File: config.mk
export PLATFORM = sky130hd
export DESIGN_NAME = star_scanner
export DESIGN_NICKNAME = d
export VERILOG_FILES = /design/src/rtl/star_scanner.sv
export SDC_FILE = /design/constraint.sdc
export NUM_CORES = 1
export LEC_CHECK = 0
export CORE_MARGIN = 8
export CORE_UTILIZATION = 53
export DETAILED_ROUTE_END_ITERATION = 10
export GPL_TIMING_DRIVEN = 0
export HOLD_SLACK_MARGIN = 0.03
export PLACE_DENSITY = 0.85
export SLEW_MARGIN = 25
export SYNTH_ARGS = -nofsm -noshare
export SYNTH_HDL_FRONTEND = slang
export SYNTH_SLANG_ARGS = --single-unit
File: constraint.sdc
create_clock -name i_clk -period 6.2 [get_ports i_clk]
set_clock_uncertainty 0.2 [all_clocks]
set_input_delay 1.24 -clock i_clk [delete_from_list [all_inputs] [get_ports i_clk]]
set_output_delay 1.24 -clock i_clk [all_outputs]
set_load 0.01 [all_outputs]
File: src/rtl/star_scanner.sv
// Raster scanner that reports star pixels (ram_q > THRESHOLD) one at a time to the extent stage.
// Optional feature: define STAR_SCANNER_SKIP_EN to add i_skip_x, which resumes the scan past a reported run.
//
// Handshake: o_star_found pulses for one cycle when a star is captured. The scanner then
// holds o_x_out/o_y_out/o_ram_addr until i_star_done is sampled high in HOLD. i_start is
// honoured only in IDLE or DONE. In HOLD, i_star_done takes priority over i_start.
module star_scanner #(
  parameter int X_RES     = 60,
  parameter int Y_RES     = 60,
  parameter int THRESHOLD = 0
) (
  input  logic        i_clk,
  input  logic        i_reset,
  input  logic        i_start,
  input  logic        i_star_done,
`ifdef STAR_SCANNER_SKIP_EN
  input  logic [5:0]  i_skip_x,
`endif
  input  logic [2:0]  i_ram_q,
  output logic [11:0] o_ram_addr,
  output logic        o_star_found,
  output logic [5:0]  o_x_out,
  output logic [5:0]  o_y_out,
  output logic        o_busy,
  output logic        o_frame_done,
  output logic [2:0]  o_dbg_state
);

  localparam logic [2:0] S_IDLE  = 3'd0;
  localparam logic [2:0] S_SCAN  = 3'd1;
  localparam logic [2:0] S_CHECK = 3'd2;
  localparam logic [2:0] S_FOUND = 3'd3;
  localparam logic [2:0] S_HOLD  = 3'd4;
  localparam logic [2:0] S_DONE  = 3'd5;

  localparam logic [5:0]  X_LAST   = 6'(X_RES - 1);
  localparam logic [5:0]  Y_LAST   = 6'(Y_RES - 1);
  localparam logic [11:0] ROW_STEP = 12'(X_RES);
  localparam logic [2:0]  THR      = 3'(THRESHOLD);

  logic [2:0]  r_state;
  logic [5:0]  r_x;
  logic [5:0]  r_y;
  logic [11:0] r_row_base;
  logic [5:0]  r_x_out;
  logic [5:0]  r_y_out;

  logic [2:0]  w_state_nxt;
  logic [5:0]  w_x_nxt;
  logic [5:0]  w_y_nxt;
  logic [11:0] w_row_base_nxt;
  logic        w_capture;

  logic        w_hit;
  logic        w_x_end;
  logic        w_last;
  logic [5:0]  w_adv_x;
  logic [5:0]  w_adv_y;
  logic [11:0] w_adv_base;

  assign w_hit   = (i_ram_q > THR);
  assign w_x_end = (r_x == X_LAST);
  assign w_last  = w_x_end && (r_y == Y_LAST);

  // The row base tracks y*X_RES incrementally, so the address needs only one adder.
  assign w_adv_x    = w_x_end ? 6'd0 : (r_x + 6'd1);
  assign w_adv_y    = w_x_end ? (r_y + 6'd1) : r_y;
  assign w_adv_base = w_x_end ? (r_row_base + ROW_STEP) : r_row_base;

  always_comb begin
    w_state_nxt    = r_state;
    w_x_nxt        = r_x;
    w_y_nxt        = r_y;
    w_row_base_nxt = r_row_base;
    w_capture      = 1'b0;
    case (r_state)
      S_IDLE, S_DONE: begin
        if (i_start) begin
          w_state_nxt    = S_SCAN;
          w_x_nxt        = 6'd0;
          w_y_nxt        = 6'd0;
          w_row_base_nxt = 12'd0;
        end
      end
      S_SCAN: begin
        w_state_nxt = S_CHECK;
      end
      S_CHECK: begin
        if (w_hit) begin
          w_state_nxt = S_FOUND;
          w_capture   = 1'b1;
        end else if (w_last) begin
          w_state_nxt = S_DONE;
        end else begin
          w_state_nxt    = S_SCAN;
          w_x_nxt        = w_adv_x;
          w_y_nxt        = w_adv_y;
          w_row_base_nxt = w_adv_base;
        end
      end
      S_FOUND: begin
        w_state_nxt = S_HOLD;
      end
      S_HOLD: begin
        if (i_star_done) begin
`ifdef STAR_SCANNER_SKIP_EN
          // In HOLD the scan counters still sit on the reported pixel (x_out, y_out).
          if (i_skip_x < r_x_out) begin
            if (w_last) begin
              w_state_nxt = S_DONE;
            end else begin
              w_state_nxt    = S_SCAN;
              w_x_nxt        = w_adv_x;
              w_y_nxt        = w_adv_y;
              w_row_base_nxt = w_adv_base;
            end
          end else if (i_skip_x >= X_LAST) begin
            if (r_y_out == Y_LAST) begin
              w_state_nxt = S_DONE;
            end else begin
              w_state_nxt    = S_SCAN;
              w_x_nxt        = 6'd0;
              w_y_nxt        = r_y_out + 6'd1;
              w_row_base_nxt = r_row_base + ROW_STEP;
            end
          end else begin
            w_state_nxt = S_SCAN;
            w_x_nxt     = i_skip_x + 6'd1;
          end
`else
          if (w_last) begin
            w_state_nxt = S_DONE;
          end else begin
            w_state_nxt    = S_SCAN;
            w_x_nxt        = w_adv_x;
            w_y_nxt        = w_adv_y;
            w_row_base_nxt = w_adv_base;
          end
`endif
        end
      end
      default: begin
        w_state_nxt = S_IDLE;
      end
    endcase
  end

  always_ff @(posedge i_clk) begin
    if (i_reset) begin
      r_state    <= S_IDLE;
      r_x        <= 6'd0;
      r_y        <= 6'd0;
      r_row_base <= 12'd0;
      r_x_out    <= 6'd0;
      r_y_out    <= 6'd0;
    end else begin
      r_state    <= w_state_nxt;
      r_x        <= w_x_nxt;
      r_y        <= w_y_nxt;
      r_row_base <= w_row_base_nxt;
      if (w_capture) begin
        r_x_out <= r_x;
        r_y_out <= r_y;
      end
    end
  end

  assign o_ram_addr   = r_row_base + {6'd0, r_x};
  assign o_star_found = (r_state == S_FOUND);
  assign o_x_out      = r_x_out;
  assign o_y_out      = r_y_out;
  assign o_busy       = (r_state == S_SCAN) || (r_state == S_CHECK) ||
                        (r_state == S_FOUND) || (r_state == S_HOLD);
  assign o_frame_done = (r_state == S_DONE);
  assign o_dbg_state  = r_state;

endmodule
==> impl_metrics.yaml, run 1 <==
critical_path:
  crit_type: "flip-flop to primary output"
  worstSetupEndpoint: "o_ram_addr[9]"
  cpLargestDelayFamily: "compound AO/OA/AOI/OAI gates"
  worstPathCellList: "ha_1 -> a21o_1 -> a21oi_1 -> o21ai_1 -> nand3_1 -> xnor2_1 -> clkdlybuf4s50_1"
  critPathCaptureType: "primary output"
  critPathLaunchType: "flip-flop"
  worst-path-buf-inv: 1
  path_depth: 7
  rr_endpoint: "r_row_base[3]$_SDFFE_PP0P_"
  rrSetupSlack_ns: 3.87
  crit_fanout: 8
  worstRegToRegCells: 7
  critPathMaxStageDelay_ns: 0.55
  crit_slowest_cell: "clkdlybuf4s50_1"
  worstReg2RegStart: "r_x[0]$_SDFFE_PP0P_"
  cp.required_ns: 4.76
  cp_data_arrival_time_ns: 2.60
  cp-startpoint: "r_x[2]$_SDFFE_PP0P_"
place:
  pre_cts_slack_ns: 2.46
  port-buffer-count: 36
  gp_congestion: 0.872
  dp.cells: 329
  hpwl_um: 3400
route:
  ant_nets: 0
  wl_per_cell_um: 14.0
  first_pass_iters: 4
  drt_iter0_drc: 209
  via_per_inst: 5.55
  vias: 1870
  route.detailed.drc: 0
  drt_wl_total_um: 4730
timing:
  fin_setup_tns_ns: 0
  worst_pin_slew_ns: 0.597
  clock.fmax_mhz: 247
  rsz0062_at_grt: "no"
  holdWs_ns: 0.296
  min_period_over_period_pct: 65.2
  slew_headroom_pct: 59.8
  min_period_ns: 4.04
  finalSetupViolCount: 0
  layout_setup_ws_ns: 2.16
  final_max_slew_viol_count: 0
  hold_viol_final: 0
logic_synthesis:
  synth_seq_cells: 37
  syn_area_um2: 2080
  async_flop_share_pct: 0
  synth_edf_count: 0
  ys_types: 50
  syn_nets: 259
  syn_inst: 245
  ys.flop_type: "dfxtp_1"
  synth.top_cell.area_share_pct: 35.6
  seq_area_frac_synth_pct: 35.6
  yosys_warnings: 0
  avgSynthCellArea_um2: 8.49
  synth_top_area_cell: "dfxtp_1"
  synthTopCellsByArea: "dfxtp_1 36%, nor2_1 6.0%, mux2i_1 5.8%"
cts:
  cts_resized: 0
  clock_path_buffers: 2
  cts_tree: "done"
  root_buffer: "clkbuf_8"
  cts_made_buffers: 5
  htreeDepth: 2
  clk_pin_slew_ns: 0.07
  clock-sinks: 37
  hold_buffers: 0
  cts_setup_buffers: 0
  clk_latency_ns: 0.29
finish:
  syn_to_final_growth_pct: 26.0
  diodes: 0
  fillers: 289
  drive_gt1_share_pct: 10.0
  finalNonFillerCells: 337
  mostFrequentLayoutCell: "dfxtp_1"
  multi_input_area_um2: 1180
  mostFrequentLayoutCells: "37 x dfxtp_1, 36 x clkdlybuf4s50_1, 33 x nor2_1, 15 x inv_1"
  nNetsFinal: 302
  register_area_um2: 741
global_route:
  overflow: 0
  gr-usage-all-layers_pct: 15.6
  first_global_vias: 1761
  grt_start_max_net_pins: 13
  antenna_found_initial: 0
  grt_pass1_wl_um: 7950
floorplanning:
  core_area_um2: 3720
  dieHeight_um: 78.7
  ios: 37
  die_area_um2: 6190
  dieWidth_um: 78.7
  initial_core_util_pct: 56.0
  row_count: 22
power_and_ir_drop:
  power_density_nw_per_um2: 200
  p_leak_nw: 1.06
  ir_drop_mv: 0.155
status:
  status: "completed"
job:
  cap_violations: 0
min_path:
  hold_class: "flip-flop to flip-flop"
## cells in the mapped netlist (2+ instances only)
cell type  number
dfxtp_1        37
nor2_1         33
inv_1          15
a21oi_1        12
mux2i_1        12
nand3_1        12
nand2_1        11
o21ai_0         8
xnor2_1         8
xor2_1          8
ha_1            7
nor3_1          7
and3_1          6
clkbuf_1        6
buf_4           5
a31oi_1         4
nor2b_1         4
o211ai_1        4
buf_6           3
o21ai_1         3
o221ai_1        3
o22ai_1         3
and2_1          2
and4b_1         2
buf_2           2
nand2_2         2
nor3b_1         2
or3_1           2
## metal layers
metal  global-route usage, %  up-vias  wire length, um
met5                       0        -                0
met4                    7.22        0               80
met3                    3.53        6              307
met2                    26.3       54             2220
met1                    18.2      868             2120
li1                        -      942                -
## registers in the layout (all words and copies together), names as in the netlist
| signal | count |
|---|---|
| o_y_out | 6 |
| o_dbg_state | 3 |
| o_x_out | 6 |
| r_x | 6 |
| r_row_base | 10 |
| r_y | 6 |
## power by group
part / switching, mW / internal (mW) / total, mW
clock network: 0.0883 / 0.131 / 0.219
registers: 0.00269 / 0.240 / 0.243
logic: 0.0347 / 0.0289 / 0.0636
## area by class of cell
class	instances	area share (%)
multi-input cells	177	45.0
clock buffers	6	3.15
flip-flops and latches	37	28.3
repair buffers	36	13.7
inverters	15	2.15
well taps	48	2.29
plain buffers	16	3.96
clock inverters	2	1.43
## cells by family after synthesis
logic type | Yosys count | share of synthesized area (%)
XOR/XNOR | 16 | 6.74
adder cells (fa/ha/maj) | 7 | 4.21
AO/OA/AOI/OAI | 48 | 16.5
multiplexers | 12 | 5.77
AND/OR/NAND/NOR | 94 | 23.5
buffers and inverters | 31 | 7.70
flip-flops | 37 | 35.6
## worst reg2reg max path: stages, from the launching register on
cell     delay, ns
dfxtp_1       0.42
ha_1          0.26
nand2_1       0.10
nor3_2        0.31
a21oi_1       0.16
o21ai_2       0.33
buf_2         0.32
o22ai_1       0.12
## worst min path at each step
stage | slack (ns) | endpoint | cells past startpoint | start
3_3_place_gp | 0.27 | o_y_out[1]$_SDFFE_PP0P_ | 2 | o_y_out[1]$_SDFFE_PP0P_
2_1_floorplan | 0.28 | r_row_base[11]$_SDFFE_PP0P_ | 2 | r_row_base[11]$_SDFFE_PP0P_
3_5_place_dp | 0.29 | o_y_out[1]$_SDFFE_PP0P_ | 2 | o_y_out[1]$_SDFFE_PP0P_
4_1_cts | 0.30 | o_y_out[1]$_SDFFE_PP0P_ | 2 | o_y_out[1]$_SDFFE_PP0P_
6_report | 0.30 | o_x_out[5]$_SDFFE_PP0P_ | 2 | o_x_out[5]$_SDFFE_PP0P_
5_1_grt | 0.32 | o_y_out[3]$_SDFFE_PP0P_ | 2 | o_y_out[3]$_SDFFE_PP0P_
## stage by stage
| stage | area, um2 | power, mW | utilization, % |
|---|---|---|---|
| floorplan | 2080 | 0.290 | - |
| global placement | 2500 | 0.310 | 67.3 |
| detailed placement | 2500 | 0.311 | 67.3 |
| CTS | 2620 | 0.527 | 70.5 |
| global route | 2620 | 0.543 | 70.5 |
| finish | 2620 | 0.525 | 70.5 |
Power figures use the tool's default switching activity.
==> run 2, diff against run 1 <==
- CORE_UTILIZATION: 53 -> 47
- PLACE_DENSITY: 0.85 -> 0.8
- clock period: 6.2 -> 3.3 ns (I/O delays scaled with it)
==> run 2 against run 1 <==
Net effect:
- non-clock buffer count is the same
- clock-buffer cell count grew 1
- critical path depth is the same
- combinational power grew 86%
- critical endpoint unchanged
==> impl_metrics.yaml, run 2 (same netlist as run 1, synthesis figures left out) <==
status:
  status: "completed"
finish:
  syn_to_final_growth_pct: 26.5
  largest_reg_flops: 10
  fillers: 410
  diodes: 0
  multi_input_area_um2: 1200
  mostFrequentLayoutCell: "clkdlybuf4s50_1"
  register_area_um2: 743
  mostFrequentLayoutCells: "36 x clkdlybuf4s50_1, 35 x dfxtp_1, 33 x nor2_1, 15 x inv_1"
  drive_gt1_share_pct: 11.4
  nNetsFinal: 302
  top_register: "r_row_base"
route:
  drt_wl_total_um: 4560
  route.detailed.drc: 0
  drt_iter0_drc: 92
  via_per_inst: 5.38
  wl_per_cell_um: 13.4
  ant_nets: 0
  first_pass_iters: 4
  vias: 1834
timing:
  rsz0062_at_grt: "no"
  min_period_over_period_pct: 96.3
  fin_setup_tns_ns: 0
  min_period_ns: 3.18
  worst_pin_slew_ns: 0.575
  finalSetupViolCount: 0
  final_max_slew_viol_count: 0
  clock.fmax_mhz: 315
  slew_headroom_pct: 61.3
  hold_viol_final: 0
power_and_ir_drop:
  intPower_mw: 0.694
  net-switching-power_mw: 0.225
  seq_power_share_pct: 49.6
  p_clk_share_pct: 37.6
  power_density_nw_per_um2: 349
  swShare_pct: 24.5
  combinationalPowerShare_pct: 12.8
  finalPower_mw: 0.919
  ir_drop_mv: 0.285
  p_leak_nw: 1.06
floorplanning:
  dieHeight_um: 82.5
  dieWidth_um: 82.5
  die_area_um2: 6810
  ios: 37
  core_area_um2: 4320
  row_count: 24
  initial_core_util_pct: 48.1
critical_path:
  critPathMaxStageDelay_ns: 0.55
  worstReg2RegStart: "r_x[0]$_SDFFE_PP0P_"
  worstSetupEndpoint: "o_ram_addr[9]"
  rr_endpoint: "r_y[0]$_SDFFE_PP0P_"
  crit_type: "flip-flop to primary output"
  crit_slowest_cell: "clkdlybuf4s50_1"
  worst-path-buf-inv: 1
  crit_fanout: 6
  cpLargestDelayFamily: "compound AO/OA/AOI/OAI gates"
  cp-startpoint: "r_x[3]$_SDFFE_PP0P_"
  cp.required_ns: 2.44
  cp_data_arrival_time_ns: 2.32
  rrSetupSlack_ns: 1.03
  critPathCaptureType: "primary output"
  worstRegToRegCells: 7
  path_depth: 7
  worstPathCellList: "ha_1 -> a21o_1 -> a21oi_4 -> o21ai_4 -> nand3_1 -> xnor2_1 -> clkdlybuf4s50_1"
  critPathLaunchType: "flip-flop"
global_route:
  first_global_vias: 1767
  gr-usage-all-layers_pct: 14.3
  grt_start_max_net_pins: 12
  overflow: 0
  grt_pass1_wl_um: 7670
  antenna_found_initial: 0
cts:
  htreeDepth: 2
  clock-sinks: 37
  clk_pin_slew_ns: 0.07
  cts_setup_buffers: 0
  clock_path_buffers: 2
  cts_tree: "done"
  root_buffer: "clkbuf_8"
  cts_made_buffers: 5
  clk_latency_ns: 0.30
place:
  port-buffer-count: 36
  gp_congestion: 0.864
  hpwl_um: 3350
min_path:
  hold_class: "flip-flop to flip-flop"
job:
  cap_violations: 0
run 2: worst min-delay path by stage:
stage | start | endpoint | depth (start not counted)
floorplan | r_row_base[11]$_SDFFE_PP0P_ | r_row_base[11]$_SDFFE_PP0P_ | 2
global placement | o_y_out[1]$_SDFFE_PP0P_ | o_y_out[1]$_SDFFE_PP0P_ | 2
detailed placement | o_y_out[1]$_SDFFE_PP0P_ | o_y_out[1]$_SDFFE_PP0P_ | 2
CTS | o_y_out[1]$_SDFFE_PP0P_ | o_y_out[1]$_SDFFE_PP0P_ | 2
global route | r_y[0]$_SDFFE_PP0P_ | r_y[0]$_SDFFE_PP0P_ | 1
finish | o_y_out[1]$_SDFFE_PP0P_ | o_y_out[1]$_SDFFE_PP0P_ | 2
run 2: repair_timing:
item | in CTS | in global routing
setup endpoints to repair | 6 | 4
hold buffers | 0 | 0
resized for setup | 3 | 3
run 2: per-layer routing:
layer  vias to the layer above  part of all wire, %  GRT usage (%)
met2                        36                   46           23.6
met5                         -                    0              0
met1                       842                   47           16.8
li1                        947                    -              -
met3                         9                  4.8           2.49
met4                         0                  2.0           9.31
run 2: power by group through the flow:
| stage | clock (mW) | combinational, mW | sequential (mW) |
|---|---|---|---|
| 6_report | 0.345 | 0.118 | 0.456 |
| 5_1_grt | 0.368 | 0.128 | 0.457 |
| 4_1_cts | 0.357 | 0.119 | 0.456 |
| 3_5_place_dp | 0 | 0.118 | 0.466 |
| 3_3_place_gp | 0 | 0.117 | 0.466 |
| 2_1_floorplan | 0 | 0.0791 | 0.467 |
run 2: area by class of cell:
class	instances	area share (%)
Multi-Input combinational cell	177	45.7
Sequential cell	37	28.2
Timing Repair Buffer	36	13.7
Buffer	16	3.94
Clock buffer	7	3.66
Tap cell	52	2.47
Inverter	15	2.14
Clock inverter	1	0.190
run 2: worst min-delay path, stage by stage (launching register included):
cell and delay (ns):
dfxtp_1 0.33, a21oi_1 0.06, nor2_1 0.07
run 2: through the flow:
step	instance area (um2)	std cells	hold slack [ns]	setup slack [ns]	utilization (%)
after floorplan	2080	245	0.279	0.860	-
after global placement	2510	333	0.274	0.181	58.0
after detailed placement	2510	333	0.280	0.147	58.0
after CTS	2620	341	0.296	0.00402	60.5
after global routing	2630	341	0.329	0.00416	60.9
final	2630	341	0.291	0.121	60.9
==> run 3, diff against run 2 <==
- MAX_ROUTING_LAYER: unset -> met4
==> run 3 against run 2 <==
Net effect:
- global-route usage is 0.45 points higher
- via count is 0.11% lower
- routed wire length hardly changed
- critical path depth stayed put
- power is 0.11% higher
- die area stayed put
- cell area stayed put
==> impl_metrics.yaml, run 3 (same netlist as run 1, synthesis figures left out) <==
route:
  first_pass_iters: 4
  route.detailed.drc: 0
  drt_iter0_drc: 85
  ant_nets: 0
  via_per_inst: 5.37
  wl_per_cell_um: 13.4
  vias: 1832
  drt_wl_total_um: 4570
critical_path:
  critPathCaptureType: "primary output"
  crit_type: "flip-flop to primary output"
  cp_data_arrival_time_ns: 2.32
  critPathLaunchType: "flip-flop"
  worst-path-buf-inv: 1
  worstPathCellList: "ha_1 -> a21o_1 -> a21oi_4 -> o21ai_4 -> nand3_1 -> xnor2_1 -> clkdlybuf4s50_1"
  crit_slowest_cell: "clkdlybuf4s50_1"
  crit_fanout: 6
  cpLargestDelayFamily: "compound AO/OA/AOI/OAI gates"
  critPathMaxStageDelay_ns: 0.56
  cp.required_ns: 2.44
finish:
  drive_gt1_share_pct: 11.4
  diodes: 0
  mostFrequentLayoutCells: "36 x clkdlybuf4s50_1, 35 x dfxtp_1, 33 x nor2_1, 15 x inv_1"
  largest_reg_flops: 10
  syn_to_final_growth_pct: 26.5
  mostFrequentLayoutCell: "clkdlybuf4s50_1"
  top_register: "r_row_base"
  nNetsFinal: 302
  finalNonFillerCells: 341
cts:
  cts_made_buffers: 5
  root_buffer: "clkbuf_8"
  clk_latency_ns: 0.30
  cts_setup_buffers: 0
  hold_buffers: 0
  clock-sinks: 37
  cts_resized: 3
  cts_tree: "done"
  clock_path_buffers: 2
  clk_pin_slew_ns: 0.07
  htreeDepth: 2
timing:
  fin_setup_tns_ns: 0
  min_period_ns: 3.18
  slew_headroom_pct: 61.3
  clock.fmax_mhz: 314
  rsz0062_at_grt: "no"
  layout_setup_ws_ns: 0.119
  worst_pin_slew_ns: 0.575
  finalSetupViolCount: 0
  min_period_over_period_pct: 96.4
  hold_viol_final: 0
  final_max_slew_viol_count: 0
min_path:
  hold_class: "flip-flop to flip-flop"
power_and_ir_drop:
  combinationalPowerShare_pct: 12.8
  swShare_pct: 24.6
  power_density_nw_per_um2: 350
  p_clk_share_pct: 37.6
  p_leak_nw: 1.06
  intPower_mw: 0.694
  seq_power_share_pct: 49.5
  ir_drop_mv: 0.285
  net-switching-power_mw: 0.226
global_route:
  gr-usage-all-layers_pct: 14.8
  busiest_layer: "met2"
  overflow: 0
  grt_use_met3_pct: 2.27
  use_met2_pct: 23.6
  grt_start_max_net_pins: 12
  grt_pass1_wl_um: 7690
  antenna_found_initial: 0
  met1_usage_pct: 17.0
  first_global_vias: 1762
place:
  pre_cts_slack_ns: 0.147
  port-buffer-count: 36
  gp_congestion: 0.878
  dp.cells: 333
  hpwl_um: 3350
floorplanning:
  core_area_um2: 4320
  die_area_um2: 6810
  row_count: 24
  dieHeight_um: 82.5
  ios: 37
  dieWidth_um: 82.5
  initial_core_util_pct: 48.1
job:
  cap_violations: 0
status:
  status: "completed"
-- run 3: cell counts in the layout (fill, tap and decap cells not counted) --
No cell type changed its count.
-- run 3: layout make-up --
type                            count  area [um2]
Buffer                             16         104
Clock buffer                        7        96.3
Clock inverter                      1        5.00
Fill cell                         410        1690
Inverter                           15        56.3
Multi-Input combinational cell    177        1200
Sequential cell                    37         743
Tap cell                           52        65.1
Timing Repair Buffer               36         360
-- run 3: worst min-delay path, stage by stage, from the launching register on --
cell	delay, ns
dfxtp_1	0.33
a21oi_1	0.06
nor2_1	0.07
-- run 3: routing by layer --
| layer | routed length (um) | part of all wire, % |
|---|---|---|
| met5 | 0 | 0 |
| met4 | 98 | 2.1 |
| met3 | 200 | 4.4 |
| met2 | 2100 | 46 |
| met1 | 2160 | 47 |
-- run 3: through the flow --
step	cell area, um2	utilization [%]	hold slack [ns]	total power, mW
after floorplan	2080	-	0.279	0.546
after global placement	2510	58.0	0.274	0.583
after detailed placement	2510	58.0	0.280	0.584
after CTS	2620	60.5	0.296	0.932
after global routing	2630	60.9	0.329	0.952
final	2630	60.9	0.291	0.920
-- run 3: worst paths after layout --
kind	start	to	slack, ns	depth (start not counted)
worst max-delay path	r_x[3]$_SDFFE_PP0P_	o_ram_addr[9]	0.12	7
worst min-delay path	o_y_out[1]$_SDFFE_PP0P_	o_y_out[1]$_SDFFE_PP0P_	0.29	2
worst max register to register	r_x[0]$_SDFFE_PP0P_	r_y[0]$_SDFFE_PP0P_	1.04	7
worst min register to register	o_y_out[1]$_SDFFE_PP0P_	o_y_out[1]$_SDFFE_PP0P_	0.29	2
-- run 3: power by group through the flow --
stage	clock (mW)	combinational (mW)	sequential [mW]
after CTS	0.357	0.119	0.456
final	0.346	0.118	0.456
after global routing	0.368	0.128	0.457
after floorplan	0	0.0791	0.467
after global placement	0	0.117	0.466
after detailed placement	0	0.118	0.466
